File: src/rtl/apb_mem_ctrl_if.sv
// APB4 completer-side bundle between the interconnect
// and the SRAM front-end.
interface apb_mem_ctrl_if #(
  parameter int PADDR_WIDTH = 32,
  parameter int DATA_WIDTH  = 32
);
  logic                    psel_i;
  logic                    penable_i;
  logic [PADDR_WIDTH-1:0]  paddr_i;
  logic                    pwrite_i;
  logic [DATA_WIDTH-1:0]   pwdata_i;
  logic [DATA_WIDTH/8-1:0] pstrb_i;
  logic                    pready_o;
  logic [DATA_WIDTH-1:0]   prdata_o;
  logic                    pslverr_o;

  modport master (
    output psel_i, penable_i, paddr_i,
    output pwrite_i, pwdata_i, pstrb_i,
    input  pready_o, prdata_o, pslverr_o
  );

  modport slave (
    input  psel_i, penable_i, paddr_i,
    input  pwrite_i, pwdata_i, pstrb_i,
    output pready_o, prdata_o, pslverr_o
  );
endinterface

File: src/rtl/apb_mem_ctrl.sv
// APB4 slave front-end for a sync-write/async-read SRAM:
// window decode, programmable wait states, 1-cycle strobe.
module apb_mem_ctrl #(
  parameter int ADDR_WIDTH  = 4,
  parameter int DATA_WIDTH  = 32,
  parameter int PADDR_WIDTH = 32,
  parameter logic [PADDR_WIDTH-1:0] BASE_ADDR = 'h1000,
  parameter int WAIT_CYCLES = 1
) (
  input  logic                    clk_i,
  input  logic                    arst_i,
  apb_mem_ctrl_if.slave           apb,
  output logic [ADDR_WIDTH-1:0]   mem_addr_o,
  output logic                    mem_we_o,
  output logic [DATA_WIDTH-1:0]   mem_wdata_o,
  output logic [DATA_WIDTH/8-1:0] mem_wstrb_o,
  input  logic [DATA_WIDTH-1:0]   mem_rdata_i
);

  localparam int SW = DATA_WIDTH / 8;
  localparam logic [PADDR_WIDTH-1:0] WIN =
    PADDR_WIDTH'(2 ** ADDR_WIDTH);

  typedef enum logic [1:0] {
    IDLE,
    WAIT,
    RESP
  } state_t;

  state_t                  r_state;
  state_t                  w_next;
  logic [ADDR_WIDTH-1:0]   r_addr;
  logic                    r_write;
  logic                    r_hit;
  logic [DATA_WIDTH-1:0]   r_wdata;
  logic [SW-1:0]           r_strb;
  logic [3:0]              r_cnt;
  logic [DATA_WIDTH-1:0]   r_rdata;
  logic                    r_slverr;
  logic                    w_setup;
  logic                    w_issue;
  logic                    w_hit;
  logic                    w_resp;
  logic [PADDR_WIDTH-1:0]  w_off;

  // Unsigned offset compare; wraps harmlessly below base.
  assign w_off = apb.paddr_i - BASE_ADDR;
  assign w_hit = (apb.paddr_i >= BASE_ADDR) &&
                 (w_off < WIN);

  always_ff @(posedge clk_i or posedge arst_i) begin
    if (arst_i) r_state <= IDLE;
    else        r_state <= w_next;
  end

  always_comb begin
    w_next  = r_state;
    w_setup = 1'b0;
    w_issue = 1'b0;
    unique case (r_state)
      IDLE: begin
        if (apb.psel_i && !apb.penable_i) begin
          w_setup = 1'b1;
          w_next  = WAIT;
        end
      end
      WAIT: begin
        if (!apb.psel_i) begin
          w_next = IDLE;
        end else if (r_cnt == 4'd0) begin
          w_issue = 1'b1;
          w_next  = RESP;
        end
      end
      RESP:    w_next = IDLE;
      default: w_next = IDLE;
    endcase
  end

  always_ff @(posedge clk_i or posedge arst_i) begin
    if (arst_i) begin
      r_addr   <= '0;
      r_write  <= 1'b0;
      r_hit    <= 1'b0;
      r_wdata  <= '0;
      r_strb   <= '0;
      r_cnt    <= '0;
      r_rdata  <= '0;
      r_slverr <= 1'b0;
    end else begin
      if (w_setup) begin
        r_addr  <= apb.paddr_i[ADDR_WIDTH-1:0];
        r_write <= apb.pwrite_i;
        r_hit   <= w_hit;
        r_wdata <= apb.pwdata_i;
        r_strb  <= apb.pstrb_i;
        r_cnt   <= 4'(WAIT_CYCLES);
      end else if (r_state == WAIT && apb.psel_i &&
                   r_cnt != 4'd0) begin
        r_cnt <= r_cnt - 4'd1;
      end
      if (w_issue) begin
        r_rdata  <= (!r_write && r_hit) ?
                    mem_rdata_i : '0;
        r_slverr <= !r_hit;
      end
    end
  end

  assign w_resp        = (r_state == RESP);
  assign apb.pready_o  = w_resp;
  assign apb.prdata_o  = w_resp ? r_rdata : '0;
  assign apb.pslverr_o = w_resp && r_slverr;

  assign mem_addr_o  = r_addr;
  assign mem_wdata_o = r_wdata;
  assign mem_wstrb_o = r_write ? r_strb : '0;
  assign mem_we_o    = w_issue && r_write &&
                       r_hit && apb.penable_i;

endmodule

File: src/flat_wrapper.sv
// flat-port wrapper written by rule: the top's interface ports become plain ports
module apb_mem_ctrl_flat 
#(
  parameter int ADDR_WIDTH  = 4,
  parameter int DATA_WIDTH  = 32,
  parameter int PADDR_WIDTH = 32,
  parameter logic [PADDR_WIDTH-1:0] BASE_ADDR = 'h1000,
  parameter int WAIT_CYCLES = 1
)
  (clk_i, arst_i, mem_addr_o, mem_we_o, mem_wdata_o, mem_wstrb_o, mem_rdata_i, apb_psel_i, apb_penable_i, apb_paddr_i, apb_pwrite_i, apb_pwdata_i, apb_pstrb_i, apb_pready_o, apb_prdata_o, apb_pslverr_o);
  apb_mem_ctrl_if #(.PADDR_WIDTH(PADDR_WIDTH), .DATA_WIDTH(DATA_WIDTH)) apb_i ();
  input  logic clk_i;
  input  logic arst_i;
  output logic [ADDR_WIDTH-1:0] mem_addr_o;
  output logic mem_we_o;
  output logic [DATA_WIDTH-1:0] mem_wdata_o;
  output logic [DATA_WIDTH/8-1:0] mem_wstrb_o;
  input  logic [DATA_WIDTH-1:0] mem_rdata_i;
  input wire logic [$bits(apb_i.psel_i)-1:0] apb_psel_i;
  input wire logic [$bits(apb_i.penable_i)-1:0] apb_penable_i;
  input wire logic [$bits(apb_i.paddr_i)-1:0] apb_paddr_i;
  input wire logic [$bits(apb_i.pwrite_i)-1:0] apb_pwrite_i;
  input wire logic [$bits(apb_i.pwdata_i)-1:0] apb_pwdata_i;
  input wire logic [$bits(apb_i.pstrb_i)-1:0] apb_pstrb_i;
  output wire logic [$bits(apb_i.pready_o)-1:0] apb_pready_o;
  output wire logic [$bits(apb_i.prdata_o)-1:0] apb_prdata_o;
  output wire logic [$bits(apb_i.pslverr_o)-1:0] apb_pslverr_o;
  assign apb_i.psel_i = apb_psel_i;
  assign apb_i.penable_i = apb_penable_i;
  assign apb_i.paddr_i = apb_paddr_i;
  assign apb_i.pwrite_i = apb_pwrite_i;
  assign apb_i.pwdata_i = apb_pwdata_i;
  assign apb_i.pstrb_i = apb_pstrb_i;
  assign apb_pready_o = apb_i.pready_o;
  assign apb_prdata_o = apb_i.prdata_o;
  assign apb_pslverr_o = apb_i.pslverr_o;
  apb_mem_ctrl #(.ADDR_WIDTH(ADDR_WIDTH), .DATA_WIDTH(DATA_WIDTH), .PADDR_WIDTH(PADDR_WIDTH), .BASE_ADDR(BASE_ADDR), .WAIT_CYCLES(WAIT_CYCLES)) u_core (.clk_i(clk_i), .arst_i(arst_i), .apb(apb_i), .mem_addr_o(mem_addr_o), .mem_we_o(mem_we_o), .mem_wdata_o(mem_wdata_o), .mem_wstrb_o(mem_wstrb_o), .mem_rdata_i(mem_rdata_i));
endmodule
File: config.mk
export PLATFORM = sky130hd
export DESIGN_NAME = apb_mem_ctrl_flat
export DESIGN_NICKNAME = d
export VERILOG_FILES = /design/src/rtl/apb_mem_ctrl_if.sv /design/src/rtl/apb_mem_ctrl.sv /design/src/flat_wrapper.sv
export SDC_FILE = /design/constraint.sdc
export NUM_CORES = 1
export LEC_CHECK = 0
export BUFFER_PORTS_ARGS = -buffer_cell sky130_fd_sc_hd__buf_2
export CELL_PAD_IN_SITES_DETAIL_PLACEMENT = 1
export CELL_PAD_IN_SITES_GLOBAL_PLACEMENT = 1
export CORE_AREA = 4 4 116 118
export DETAILED_ROUTE_END_ITERATION = 6
export DIE_AREA = 0 0 120 122
export HOLD_SLACK_MARGIN = 0.06
export PLACE_DENSITY_LB_ADDON = 0.1
export SYNTH_ARGS = -nofsm -noshare
export SYNTH_HDL_FRONTEND = slang
export SYNTH_SLANG_ARGS = --single-unit
File: constraint.sdc
create_clock -name clk_i -period 2.2 [get_ports clk_i]
set_input_delay 0 -clock clk_i [delete_from_list [all_inputs] [get_ports clk_i]]
set_output_delay 0 -clock clk_i [all_outputs]
set_load 0.01 [all_outputs]
# Word-level counts from Yosys, hierarchy flattened

Cells that the tools add are included.

Bits in registers: 81
Latch bits: 0
Memory bits (writable): 0
Bits in read-only memories: 0
Bits of input ports: 105
Output and inout port bits: 75
Word-level logic and storage cells: 48
Memories kept: 0

Add/sub/neg operators: 2
Multiply operators: 0
Div/mod/pow operators: 0
$lt $le $gt $ge: 2
Equal/unequal tests: 4
Shift-type cells: 0
Mux-type cells: 14
Bitwise gates (word level): 0
Reduce and logical (&&, ||, !) cells: 17

Operator list:

| kind                     | count |
|---|---|
| $mux W32                 | 2 |
| $ge A32 B13 Y1 const B   | 1 |
| $lt A32 B5 Y1 const B    | 1 |
| $sub A32 B13 Y32 const B | 1 |
| $mux W4                  | 3 |
| $logic_and A1 B1 Y1      | 9 |
| $mux W2                  | 3 |
| $mux W1                  | 5 |
| $logic_not A4 Y1         | 1 |
| $pmux W2 S2              | 1 |
| $reduce_bool A4 Y1       | 1 |
| $sub A4 B1 Y4 const B    | 1 |
| $logic_not A1 Y1         | 3 |
| $ne A3 B2 Y1 const B     | 1 |
| $eq A2 B1 Y1 const B     | 1 |
| $eq A2 B2 Y1 const B     | 1 |
| $logic_not A2 Y1         | 1 |
| $ne A2 B1 Y1 const B     | 1 |
| $reduce_and A2 Y1        | 1 |
| $reduce_bool A2 Y1       | 1 |

# Logic depth before layout (Yosys ltp)

Gate-level depths: netlist of the first run.

Depth in word-level cells: 7
Depth in mapped cells: 9
Gate-level depth less buffers: 7

# Least setup slack after synthesis of the first run

Ideal clock, no wire load.

Path type: reg-to-reg
Start: reg u_core.r_cnt[0]
End: reg u_core.r_rdata[10]
Library setup time: 0.117 ns
Arrival: 1.487 ns
Data required time: 2.083 ns
Slack: 0.596 ns
Cell stages (with the launch flop): 9
Path buffers: 2
Clock period less this slack: 1.604 ns
Path through: dfrtp_1 -> inv_1 -> ha_1 -> or3b_4 -> nand2b_4 -> buf_6 -> buf_2 -> nand2_1 -> nand2_1

Cells in the longest elaborated chain, start to end: 4

RTL lines:

| what                     | line                | text |
|---|---|---|
| start: declaration       | apb_mem_ctrl.sv:37  | `logic [3:0] r_cnt;` |
| start signal: assignment | apb_mem_ctrl.sv:97  | `r_cnt <= 4'(WAIT_CYCLES);` |
| start signal: assignment | apb_mem_ctrl.sv:100 | `r_cnt <= r_cnt - 4'd1;` |
| $logic_not A4 Y1         | apb_mem_ctrl.sv:70  | `end else if (r_cnt == 4'd0) begin` |
| $mux W1                  | apb_mem_ctrl.sv:70  |  |
| $mux W1                  | apb_mem_ctrl.sv:68  | `if (!apb.psel_i) begin` |
| $mux W1                  | apb_mem_ctrl.sv:60  | `unique case (r_state)` |
| end signal: assignment   | apb_mem_ctrl.sv:103 | `r_rdata <= (!r_write && r_hit) ?` |
| end: declaration         | apb_mem_ctrl.sv:38  | `logic [DATA_WIDTH-1:0] r_rdata;` |

Every way passes these cells.
A chain may end at the register's enable or synchronous reset.

# Final worst setup path of the first run

Start: reg u_core.r_cnt[0]
End: out mem_we_o

Cells in the longest elaborated chain, start to end: 7

RTL lines:

| what                             | line                | text |
|---|---|---|
| $logic_not A4 Y1                 | apb_mem_ctrl.sv:70  |  |
| $mux W1                          | apb_mem_ctrl.sv:70  |  |
| $mux W1                          | apb_mem_ctrl.sv:68  |  |
| $mux W1                          | apb_mem_ctrl.sv:60  |  |
| $logic_and A1 B1 Y1 (2 in a row) | apb_mem_ctrl.sv:118 | `assign mem_we_o = w_issue && r_write &&` |
| $logic_and A1 B1 Y1              | apb_mem_ctrl.sv:119 | `r_hit && apb.penable_i;` |
| end: declaration                 | flat_wrapper.sv:15  | `output logic mem_we_o;` |

Every way passes these cells.

==> results of run 1 <==
## flip-flops by register name, summed over array words and instances, names as in the netlist
name	cells
u_core.r_strb	4
u_core.mem_wdata_o	32
u_core.r_rdata	32
u_core.r_state	2
u_core.r_write	1
u_core.mem_addr_o	4
u_core.r_hit	1
u_core.r_slverr	1
u_core.r_cnt	4
## kinds of logic (layout without fill, tap and decap cells)
family | count (synthesis) | count (layout) | share of synthesized area [%]
AOI/OAI and AO/OA | 3 | 3 | 0.595
DFF | 81 | 81 | 56.7
and+or+nand+nor | 287 | 287 | 36.4
adders and majority gates | 1 | 1 | 0.350
xor gates and xnor gates | 4 | 4 | 0.981
buffers and inverters | 27 | 285 | 4.97
## Yosys cell counts (all sizes together) (2+ instances only)
library cell  number  area share (%)
nor2               6            0.63
dfrtp             81              57
nor3               3            0.42
nand3             35             4.9
nor4b              2            0.91
nor2b              2            0.35
nand2            189              20
nor4               5            0.88
inv                3            0.32
nand4              2            0.35
clkbuf             6            0.63
buf               17             3.8
xor2               3            0.74
and2              38             6.7
## worst register-to-register path, cell delays in order (launching register included)
cell and delay, ps:
dfrtp_1 400, inv_1 70, ha_1 150, or3b_4 390, nand2b_4 260, clkinv_4 260
nand3_1 130, nand2_1 80
## routing by layer
metal / share of wire [%] / track usage [%] / vias to the layer above
met1: 44 / 20.8 / 1637
met4: 0.95 / 4.94 / 0
met2: 48 / 27.5 / 117
met3: 7.1 / 4.04 / 7
met5: 0 / 0 / -
li1: - / - / 1766
## path summary, 6_finish.rpt
path	depth (start not counted)	slack, ps	from	endpoint
max	6	280	u_core.r_cnt[0]	mem_we_o
min	5	130	apb_paddr_i[17]	u_core.r_hit
max reg2reg	7	390	u_core.r_cnt[0]	u_core.r_rdata[28]
min reg2reg	2	460	u_core.r_rdata[20]	u_core.r_rdata[20]
max in group asynchronous	4	1180	arst_i	u_core.r_state[1]
min in group asynchronous	3	340	arst_i	u_core.mem_wdata_o[22]
## metrics by stage
stage          instance area [um2]  hold WS (ps)  instances
5_1_grt                       5730           142        833
2_1_floorplan                 3570           105        403
4_1_cts                       5730           116        833
3_5_place_dp                  4620           142        741
6_report                      5730           131        833
3_3_place_gp                  4620           140        741
## power breakdown
group,leakage (nW),switching [mW],internal (mW)
Clock,0.166,0.601,1.14
Sequential,1.06,0.182,1.79
Combinational,1.99,0.616,0.529
Total,3.22,1.40,3.46
## cell type report
class,count,area (um2),share of cell area (%)
flip-flops and latches,81,2030,35.4
repair buffers,265,1740,30.5
multi-input cells,295,1370,24.0
clock buffers,11,243,4.24
well taps,172,215,3.76
clock inverters,5,103,1.79
inverters,4,21.3,0.372
## cells in the final DEF (no fill, tap or decap), types with 2 or more instances in the layout
master and n:
nor4_1 5, nor2_1 6, clkinv_2 2, nand4_1 2, dlygate4sd3_1 76, buf_4 9
bufinv_16 3, nor2b_2 2, nor3_1 3, dfrtp_1 81, nand3_1 35, inv_1 2
and2_1 38, buf_2 179, nand2_1 189, xor2_1 3, clkbuf_16 9
## repair_timing
item,in CTS,in global routing
setup buffers,0,0
hold buffers,76,0
endpoints found under the hold margin,112,0
==> summary.md, run 1 <==
| Metric | Value |
|---|---|
| Status | complete, no violations |
| Cells after synthesis | 403 |
| Least-Margin Pin Slew | 722 ps |
| Worst-skew pair later-pin latency | 330 ps |
| Number of global-route vias before repair | 3863 |
| CTS resizes | 0 |
| GPL Wtd Cong | 0.721 |
| Avg WL per Cell | 14.0 um |
| Critical Path Max Stage Delay | 400 ps |
| Post-route setup slack | 279 ps |
| Critical path's slowest cell | dfrtp_1 |
| Initial core utilization | 28.7% |
| Crit-path max FO | 20 |
| Clock-pin slew on the worst setup and hold paths | 60 ps |
| Layout cells sized above 1 | 32.1% |
| Clock Tree Buf Depth | 2 |
| WP buf/inv | 2 |
| Clock skew | 8.17 ps |
| CP Capture Type | output pin |
| Peak supply drop | 363 uV |
| Synth cell types | 27 |
| Crit path DAT | 1920 ps |
| Row cnt | 41 |
| Routed Antenna Nets | 0 |
| Register area share after synthesis | 56.7% |
| Core area | 12500 um2 |
| DRC Markers | 0 |
| Pin count of the biggest net entering global routing | 44 |
| Fill cells | 1490 |
| Crit path launch type | flop |
| FF+latch count, synth | 81 |
| P_leak | 3.22 nW |
| Slew Viols, Final | 0 |
| Routed WL | 11700 um |
| Min-delay worst type | in -> reg |
| Family with the most delay on the worst path | simple AND/OR/NAND/NOR gates |
| H-tree depth | 3 |
| DR iter-0 viols | 151 |
| Synth warn | 0 |
| Place WS | 391 ps |
| EDFF count, synth | 0 |
| Vias per cell | 4.23 |
| Tcrit/Tclk final | 87.3% |
| Fin util | 45.9% |
| CTS tree | done |
| DP HPWL | 7840 um |
| Antenna fix cells | 0 |
| Final Net Count | 762 |
| Avg Synthesized Cell Area | 8.86 um2 |
| Num ports | 180 |
| Worst Path Required | 2200 ps |
| Die height | 122 um |
| Gr ovfl total | 0 |
| GRT Util Overall | 16.3% |
| Critical path type | reg -> out |
| Initial antenna violation count | 0 |
| Top FF cell, synth | dfrtp_1 |
| Final setup fails | 0 |
| Area grow syn2layout | 60.3% |
| DRT Pass-1 Iters | 4 |
| Vias | 3527 |
| Max-Cap Viols | 0 |
| Slew headroom | 51.8% |
| PortBufs | 179 |
| Clock Sinks | 81 |
| First-pass GRT wire length | 19300 um |
| CP cell instances | inv_1, ha_1, or3b_4, nand2b_4, nor2_1, buf_2 |
| Setup tns final | 0 ps |
| Syn_nets | 509 |
| F_max | 521 MHz |
| Die ar. | 14600 um2 |
| Root buf cell | clkbuf_16 |
| Post-synth ARST share | 100% |
| Power per cell area | 848 nW/um2 |
| Synth Cell Area | 3570 um2 |
| Final Hold Vio Count | 0 |
| Chip width | 120 um |
| TritonCTS Buffers | 9 |
| Final Critical Period | 1920 ps |
| Unrepaired setup endpoints after global routing | false |
| Total power | 4.85 mW |
No activity file was read; power rests on OpenSTA's default activity.
==> run 2, diff against run 1 <==
--- a/config.mk
+++ b/config.mk
@@ -13,6 +13,7 @@
 export DIE_AREA = 0 0 120 122
 export HOLD_SLACK_MARGIN = 0.06
 export PLACE_DENSITY_LB_ADDON = 0.1
+export RECOVER_POWER = 25
 export SYNTH_ARGS = -nofsm -noshare
 export SYNTH_HDL_FRONTEND = slang
 export SYNTH_SLANG_ARGS = --single-unit
==> run 2 against run 1 <==
Flip-flop and latch count unchanged; via count increased by 0.37%; critical path type unchanged; setup slack lost 1.6 ps; global-route usage is the same; combinational power shrank 4%; critical endpoint unchanged; the flow now finishes with violations (capacitance limit, slew limit); sequential power is essentially flat.
==> summary.md, run 2 (synthesized netlist as in run 1, its figures left out) <==
| Metric | Value |
|---|---|
| Status | complete, but fails checks |
| Failing checks | capacitance limit, slew limit |
| Place WS | 391 ps (unchanged) |
| Pin count of the biggest net entering global routing | 44 (unchanged) |
| Gr ovfl total | 0 (unchanged) |
| Root buf cell | clkbuf_16 |
| Final Hold Vio Count | 0 (unchanged) |
| Worst hold margin | 134 ps (+2.67 ps) |
| Final setup fails | 0 (unchanged) |
| Initial core utilization | 28.7% (unchanged) |
| Die ar. | 14600 um2 (unchanged) |
| Worst R2R Path Depth | 7 (unchanged) |
| Setup tns final | 0 ps (unchanged) |
| Worst R2R Start | u_core.r_cnt[0] |
| Clock Tree Buf Depth | 2 (unchanged) |
| Worst Path Required | 2200 ps (about the same) |
| DRT Pass-1 Iters | 4 (unchanged) |
| H-tree depth | 3 (unchanged) |
| CTS tree | done |
| Crit-path max FO | 20 (unchanged) |
| CP Capture Type | output pin |
| Slew Viols, Final | 39 (+39) |
| Routed WL | 11700 um (-0.18%) |
| Tcrit/Tclk final | 87.4% (about the same) |
| Routed Antenna Nets | 0 (unchanged) |
| Power per cell area | 845 nW/um2 (-0.35%) |
| DRC Markers | 0 (unchanged) |
| Critical path type | reg -> out |
| Crit path to | mem_we_o |
| Total power | 4.80 mW (-1.2%) |
| Crit path launch type | flop |
| Crit path DAT | 1920 ps (about the same) |
| Core area | 12500 um2 (unchanged) |
| Max-Cap Viols | 1 (+1) |
| Cells after DPL | 741 (unchanged) |
| Vias | 3540 (+0.37%) |
| Final Net Count | 762 (unchanged) |
| Slew headroom | -5.67% (-57 points) |
| Layout cells sized above 1 | 26.5% (-5.6 points) |
| PortBufs | 179 (unchanged) |
| Peak supply drop | 363 uV (about the same) |
| R2R Setup Slk | 390 ps (about the same) |
| Reg-to-reg critical path endpoint | u_core.r_rdata[28] |
| Antenna fix cells | 0 (unchanged) |
| Hold path start | apb_paddr_i[17] |
| GPL Wtd Cong | 0.721 (unchanged) |
| Clock skew | 8.44 ps (+0.273 ps) |
| First-pass GRT wire length | 19300 um (unchanged) |
| TritonCTS Buffers | 9 (unchanged) |
| DR iter-0 viols | 133 (-12%) |
| Post-route setup slack | 278 ps (-1.56 ps) |
| F_max | 520 MHz (about the same) |
| Clock Sinks | 81 (unchanged) |
| Die height | 122 um (unchanged) |
| Final Critical Period | 1920 ps (+1.56 ps) |
| Area grow syn2layout | 59.0% |
| Row cnt | 41 (unchanged) |
| Chip width | 120 um (unchanged) |
| Initial antenna violation count | 0 (unchanged) |
| Least-Margin Pin Slew | 1580 ps (+861 ps) |
| Most common cell after layout, fill and taps aside | nand2_1 |
| Placed Area | 4620 um2 (unchanged) |
| P_leak | 3.10 nW (-3.6%) |
| Clock-pin slew on the worst setup and hold paths | 60 ps (about the same) |
| Fin util | 45.6% (-0.37 points) |
| CP Launch Point | u_core.r_cnt[0] |
| Unrepaired setup endpoints after global routing | false |
| Vias per cell | 4.25 (+0.37%) |
| # Post-CTS Setup Buffers | 0 (unchanged) |
| Finished Layout Cells | 833 (unchanged) |
| GRT Util Overall | 16.3% (unchanged) |
| DP HPWL | 7840 um (unchanged) |
| Num ports | 180 (unchanged) |
| Avg WL per Cell | 14.0 um (-0.18%) |
| Post-route cell area | 5680 um2 (-0.81%) |
| Number of global-route vias before repair | 3863 (unchanged) |
| Worst-skew pair later-pin latency | 330 ps (about the same) |
| Most frequent cells in the layout | 189 x nand2_1, 143 x buf_2, 81 x dfrtp_1 |
| Min-delay worst type | in -> reg |
## run 2: cell types whose count changed in the layout (fill, tap and decap cells not counted)
cell / before / now
clkinv_2: 2 / 1
inv_1: 2 / 3
buf_2: 179 / 143
clkbuf_1: 1 / 37
## run 2: worst min path at each step
stage,to,slack [ps],cells past startpoint
floorplan,u_core.mem_addr_o[0],110,2
global placement,u_core.mem_wdata_o[22],140,2
detailed placement,u_core.mem_wdata_o[22],140,2
CTS,u_core.r_hit,120,5
global route,u_core.r_hit,140,5
finish,u_core.r_hit,130,5
## run 2: critical path, cell delays in order, from the launching register on
cell and delay, ps:
dfrtp_1 400, inv_1 70, ha_1 150, or3b_4 390
nand2b_4 260, nor2_1 160, buf_2 160
## run 2: repair_timing
item	in CTS	in global routing
endpoints found under the hold margin	112	0
gates resized for setup	0	0
hold buffers	76	0
## run 2: layer usage
metal / wire (um) / global-route usage, %
met1: 5200 / 20.8
met2: 5570 / 27.5
met3: 800 / 4.04
met4: 111 / 4.94
met5: 0 / 0
## run 2: layout make-up
cell class | count | area [um2]
clock buffer | 11 | 243
clock inverter | 5 | 103
fill | 1509 | 6790
inverter | 4 | 20.0
multi-input combinational | 295 | 1370
sequential | 81 | 2030
tap | 172 | 215
timing repair buffer | 265 | 1700
## run 2: report_power, final
| part | total (mW) | switching (mW) | internal [mW] |
|---|---|---|---|
| clock network | 1.74 | 0.598 | 1.14 |
| logic | 1.09 | 0.617 | 0.468 |
| registers | 1.98 | 0.188 | 1.79 |
| total | 4.80 | 1.40 | 3.40 |
